[src/rtl/xosera_spi_host.sv]
// SPI mode-0 initiator driving the Xosera SPI target; byte-wide valid/ready in, full-duplex byte out.
// Optional build macro XOSERA_SPI_HOST_LSB_FIRST_EN selects LSB-first bit order in both directions.
module xosera_spi_host #(
  parameter int CLK_DIV  = 4,
  parameter int CS_SETUP = 2,
  parameter int CS_HOLD  = 2,
  parameter int CS_GAP   = 4
) (
  input  logic       clk,
  input  logic       nreset,
  input  logic [7:0] tx_byte_i,
  input  logic       tx_last_i,
  input  logic       tx_valid_i,
  output logic       tx_ready_o,
  output logic [7:0] rx_byte_o,
  output logic       rx_valid_o,
  output logic       busy_o,
  output logic       spi_sck_o,
  output logic       spi_copi_o,
  input  logic       spi_cipo_i,
  output logic       spi_cs_o,
  output logic [2:0] dbg_state_o
);

  typedef enum logic [2:0] {
    S_IDLE  = 3'd0,
    S_SETUP = 3'd1,
    S_SHIFT = 3'd2,
    S_WAIT  = 3'd3,
    S_HOLD  = 3'd4,
    S_GAP   = 3'd5
  } state_t;

  localparam logic [7:0] PH_LAST  = 8'(CLK_DIV - 1);
  localparam logic [7:0] SETUP_LD = 8'(CS_SETUP - 1);
  localparam logic [7:0] HOLD_LD  = 8'(CS_HOLD);
  localparam logic [7:0] GAP_LD   = 8'(CS_GAP - 1);

  function automatic logic [7:0] bit_order(input logic [7:0] b);
    logic [7:0] r;
`ifdef XOSERA_SPI_HOST_LSB_FIRST_EN
    for (int i = 0; i < 8; i++) r[i] = b[7-i];
`else
    r = b;
`endif
    return r;
  endfunction

  state_t     state_q;
  logic [7:0] cnt_q, ph_q, rx_byte_q;
  logic [6:0] tx_sh_q, rx_sh_q;
  logic [2:0] bit_q;
  logic       last_q, ready_q, busy_q, sck_q, copi_q, cs_q, rx_valid_q;
  logic       accept;
  logic [7:0] tx_ord, rx_next;

  // Handshake: a byte transfers on a rising clk where tx_valid_i && tx_ready_o;
  // tx_ready_o is registered and never depends on tx_valid_i.
  assign accept  = tx_valid_i && ready_q;
  assign tx_ord  = bit_order(tx_byte_i);
  assign rx_next = {rx_sh_q, spi_cipo_i};

  always_ff @(posedge clk or negedge nreset) begin
    if (!nreset) begin
      state_q    <= S_IDLE;
      cnt_q      <= 8'd0;
      ph_q       <= 8'd0;
      bit_q      <= 3'd0;
      tx_sh_q    <= 7'd0;
      rx_sh_q    <= 7'd0;
      rx_byte_q  <= 8'd0;
      last_q     <= 1'b0;
      ready_q    <= 1'b0;
      busy_q     <= 1'b0;
      sck_q      <= 1'b0;
      copi_q     <= 1'b0;
      cs_q       <= 1'b1;
      rx_valid_q <= 1'b0;
    end else begin
      rx_valid_q <= 1'b0;
      case (state_q)
        S_IDLE: begin
          if (accept) begin
            tx_sh_q <= tx_ord[6:0];
            copi_q  <= tx_ord[7];
            last_q  <= tx_last_i;
            ph_q    <= 8'd0;
            bit_q   <= 3'd0;
            cnt_q   <= SETUP_LD;
            cs_q    <= 1'b0;
            busy_q  <= 1'b1;
            ready_q <= 1'b0;
            state_q <= S_SETUP;
          end else begin
            ready_q <= 1'b1;
          end
        end
        S_SETUP: begin
          if (cnt_q == 8'd0) state_q <= S_SHIFT;
          else               cnt_q   <= cnt_q - 8'd1;
        end
        S_SHIFT: begin
          if (ph_q == PH_LAST) begin
            ph_q <= 8'd0;
            if (!sck_q) begin
              sck_q <= 1'b1;
            end else begin
              // End of the high phase: sample CIPO, drop SCK, present the next bit.
              sck_q   <= 1'b0;
              rx_sh_q <= rx_next[6:0];
              tx_sh_q <= {tx_sh_q[5:0], 1'b0};
              bit_q   <= bit_q + 3'd1;
              if (bit_q == 3'd7) begin
                rx_byte_q  <= bit_order(rx_next);
                rx_valid_q <= 1'b1;
                if (last_q) begin
                  cnt_q   <= HOLD_LD;
                  state_q <= S_HOLD;
                end else begin
                  ready_q <= 1'b1;
                  state_q <= S_WAIT;
                end
              end else begin
                copi_q <= tx_sh_q[6];
              end
            end
          end else begin
            ph_q <= ph_q + 8'd1;
          end
        end
        S_WAIT: begin
          if (accept) begin
            tx_sh_q <= tx_ord[6:0];
            copi_q  <= tx_ord[7];
            last_q  <= tx_last_i;
            ph_q    <= 8'd0;
            bit_q   <= 3'd0;
            ready_q <= 1'b0;
            state_q <= S_SHIFT;
          end
        end
        S_HOLD: begin
          // The rx_valid_o cycle counts toward the hold, hence CS_HOLD+1 cycles here.
          if (cnt_q == 8'd0) begin
            cs_q    <= 1'b1;
            cnt_q   <= GAP_LD;
            state_q <= S_GAP;
          end else begin
            cnt_q <= cnt_q - 8'd1;
          end
        end
        S_GAP: begin
          if (cnt_q == 8'd0) begin
            busy_q  <= 1'b0;
            ready_q <= 1'b1;
            state_q <= S_IDLE;
          end else begin
            cnt_q <= cnt_q - 8'd1;
          end
        end
        default: state_q <= S_IDLE;
      endcase
    end
  end

  assign tx_ready_o  = ready_q;
  assign rx_byte_o   = rx_byte_q;
  assign rx_valid_o  = rx_valid_q;
  assign busy_o      = busy_q;
  assign spi_sck_o   = sck_q;
  assign spi_copi_o  = copi_q;
  assign spi_cs_o    = cs_q;
  assign dbg_state_o = state_q;

endmodule
[config.mk]
export PLATFORM = sky130hd
export DESIGN_NAME = xosera_spi_host
export DESIGN_NICKNAME = d
export VERILOG_FILES = /design/src/rtl/xosera_spi_host.sv
export SDC_FILE = /design/constraint.sdc
export NUM_CORES = 1
export LEC_CHECK = 0
export BUFFER_PORTS_ARGS = -buffer_cell sky130_fd_sc_hd__buf_2
export CORE_ASPECT_RATIO = 0.7
export CORE_MARGIN = 2
export CORE_UTILIZATION = 45
export DETAILED_ROUTE_END_ITERATION = 7
export PLACE_DENSITY = 0.6
export SYNTH_ARGS = -nofsm -noshare
export SYNTH_HDL_FRONTEND = slang
export SYNTH_SLANG_ARGS = --single-unit
[constraint.sdc]
create_clock -name clk -period 2.4 [get_ports clk]
set_input_delay 0.24 -clock clk [delete_from_list [all_inputs] [get_ports clk]]
set_output_delay 0.24 -clock clk [all_outputs]
set_load 0.02 [all_outputs]
==> results.py <==
metrics = {
    "status": {
        "status": "completed",
    },
    "floorplanning": {
        "ios": 30,
        "rows": 23,
        "die-area_mm2": 0.00645,
        "chipHeight_um": 67.8,
        "start_util_pct": 46.1,
        "fp.dieW_um": 95.1,
        "core_area_mm2": 0.00567,
    },
    "timing": {
        "max_freq_ghz": 0.463,
        "period_minus_slack_ns": 2.16,
        "tns_ns": 0,
        "worstMarginPinSlew_ns": 0.930,
        "min_period_over_period_pct": 90.1,
        "setup_viol": 0,
        "rsz0062_at_grt": "false",
        "hold_viol": 0,
        "slew_headroom_pct": 37.7,
        "slew_violations": 0,
        "finClkSkew_ns": 0.0117,
    },
    "synthesis": {
        "synth_top_family_by_area": "compound AO/OA/AOI/OAI gates",
        "synth_compound_gate_area_share_pct": 16.7,
        "synth_flop_cell": "dfrtp_1",
        "synth_mux_area_share_pct": 10.8,
        "netlist_area_mm2": 0.00262,
        "synthXorXnorAreaFrac_pct": 1.00,
        "synthesis.nets": 265,
        "synth_cell_types": 58,
        "seq_area_frac_synth_pct": 48.9,
        "ys_ff_latch": 51,
        "async_flop_share_pct": 100,
        "syn-mean-instance-area_um2": 10.5,
        "synthAdderAreaFrac_pct": 2.34,
        "synth_edf_count": 0,
        "yosys_warnings": 0,
        "yosys.area_share.simple_pct": 16.3,
        "postSynthCellCount": 248,
    },
    "setup_path": {
        "worstPathMaxFanout": 17,
        "required_ns": 2.64,
        "start_kind": "flop",
        "crit_type": "reg2reg",
        "setup.worst_path.start": "dbg_state_o[1]",
        "arrival_ns": 2.40,
        "end_kind": "flop",
        "r2r-start": "dbg_state_o[1]",
    },
    "power": {
        "power.density_mw_per_mm2": 544,
        "ir_drop_mv": 0.278,
        "power_leakage_uw": 0.00137,
    },
    "placement": {
        "dp_hpwl_um": 3770,
        "globalplace.congestion": 0.864,
        "port_buffers": 29,
        "postPlaceCellArea_mm2": 0.00284,
        "place_inst": 348,
    },
    "drt": {
        "wirelength_um": 5470,
        "drc": 0,
        "drt_iter0_markers": 162,
        "wl_per_cell_um": 15.4,
        "postRouteAntennaNets": 0,
        "detail_route.first_pass.iterations": 4,
        "viasPerCell": 5.57,
        "via_count": 1982,
    },
    "worst_hold_path": {
        "hp-class": "in2async",
    },
    "run": {
        "maxCapViolCount": 0,
    },
    "clock_network": {
        "ctsHoldBuffers": 0,
        "cts_buffers": 5,
        "cts_tree": "done",
        "cts.sinks": 51,
        "clock_path_buffers": 2,
        "htreeDepth": 2,
        "cts_resized": 0,
        "clock_latency_ns": 0.32,
        "cts_setup_buffers": 0,
        "root_buffer": "clkbuf_8",
        "path_clk_slew_ns": 0.10,
    },
    "layout": {
        "area_growth_pct": 13.5,
        "nets": 297,
        "fin_util_pct": 52.4,
        "num_antenna_cells": 0,
        "postLayoutCellArea_mm2": 0.00297,
        "drive_gt1_share_pct": 25.6,
        "fin_cells": 356,
    },
    "global_route": {
        "grt_usage_pct": 19.3,
        "antenna_found_initial": 0,
        "grt_pass1_vias": 1964,
        "grt_max_degree": 52,
        "grt-ovfl-total": 0,
        "grt_pass1_wl_um": 9550,
    },
}
==> flip-flops by register name, indices dropped and copies added, names as in the netlist, 3 cells and up <==
| signal | count |
|---|---|
| bit_q | 3 |
| cnt_q | 8 |
| dbg_state_o | 3 |
| ph_q | 8 |
| rx_byte_o | 8 |
| rx_sh_q | 7 |
| tx_sh_q | 7 |
==> worst max-delay path, cell delays in order, from the launching register on <==
cell	delay, ns
dfrtp_1	0.54
inv_1	0.18
maj3_2	0.36
nor3_2	0.75
nand3_1	0.14
o21ai_0	0.12
==> cell type report <==
| cell class | instances | area (um2) |
|---|---|---|
| timing repair buffer | 36 | 198 |
| clock buffer | 6 | 72.6 |
| fill | 519 | 2700 |
| inverter | 9 | 33.8 |
| multi-input combinational | 177 | 1230 |
| clock inverter | 2 | 60.1 |
| tap | 75 | 93.8 |
| sequential | 51 | 1280 |
==> layout by cell type, fill, tap and decap left out, types with 2 or more instances in the layout <==
master     instances
a22o_1             3
o21a_1             3
a21oi_1           14
a31oi_1            3
buf_2             29
inv_1              9
nor2_1            17
bufinv_16          2
buf_4              7
o21ai_1            2
clkbuf_8           5
o22a_1             2
ha_1               4
xnor2_1            2
nand3_1            5
and3_1             7
dfrtp_1           50
nand2_1           23
o31ai_1            2
mux2_1             3
mux2i_1            8
nor3_1            10
nand3b_1           2
mux2_2            15
o21ai_0           22
==> cell usage after synthesis (3+ instances only) <==
cell type / count / area [um2]
inv_1: 9 / 33.8
mux2i_1: 8 / 80.1
and3_1: 7 / 43.8
nand2_1: 23 / 86.3
o21ai_0: 22 / 110
buf_2: 3 / 15.0
dfrtp_1: 50 / 1250
mux2_1: 3 / 33.8
nand3_1: 5 / 25.0
nor2_1: 17 / 63.8
a31oi_1: 3 / 18.8
nor3_1: 10 / 50.1
o21a_1: 3 / 22.5
mux2_2: 15 / 169
a21oi_1: 14 / 70.1
a22o_1: 3 / 26.3
ha_1: 4 / 50.1
==> per-stage QoR <==
stage / hold WS [ns] / worst slack [ns] / power, uW
finish: 0.0159 / 0.238 / 1610
global route: 0.0972 / 0.0527 / 1670
CTS: 0.0508 / 0.226 / 1640
detailed placement: 0.389 / 0.229 / 920
global placement: 0.393 / 0.332 / 920
floorplan: -0.0556 / 0.552 / 890
==> power by group <==
| group | internal, uW | switching [uW] | leakage (uW) |
|---|---|---|---|
| registers | 864 | 2.65 | 0.000623 |
| clock network | 417 | 295 | 0.0000654 |
| logic | 12.2 | 23.3 | 0.000680 |
| total | 1290 | 321 | 0.00137 |
==> final timing paths <==
kind | endpoint | cells past startpoint | slack, ns
max | tx_sh_q[0] | 5 | 0.24
min | cnt_q[5] | 2 | 0.02
max reg2reg | tx_sh_q[0] | 5 | 0.24
min reg2reg | spi_cs_o | 2 | 0.49
max in group asynchronous | ph_q[7] | 2 | 1.93
min in group clk | tx_sh_q[0] | 3 | 0.16
==> per-layer routing <==
metal	global-route usage (%)	part of all wire, %
met5	0	0
met4	6.52	1.6
met3	4.13	5.7
met2	27.6	41
met1	29.0	52
==> kinds of logic after synthesis <==
group | after synthesis
multiplexers | 26
AO/OA/AOI/OAI | 65
XOR/XNOR | 3
flip-flops | 51
buffers and inverters | 20
AND/OR/NAND/NOR | 78
adder cells (fa/ha/maj) | 5
(Power assumes the default switching activity.)
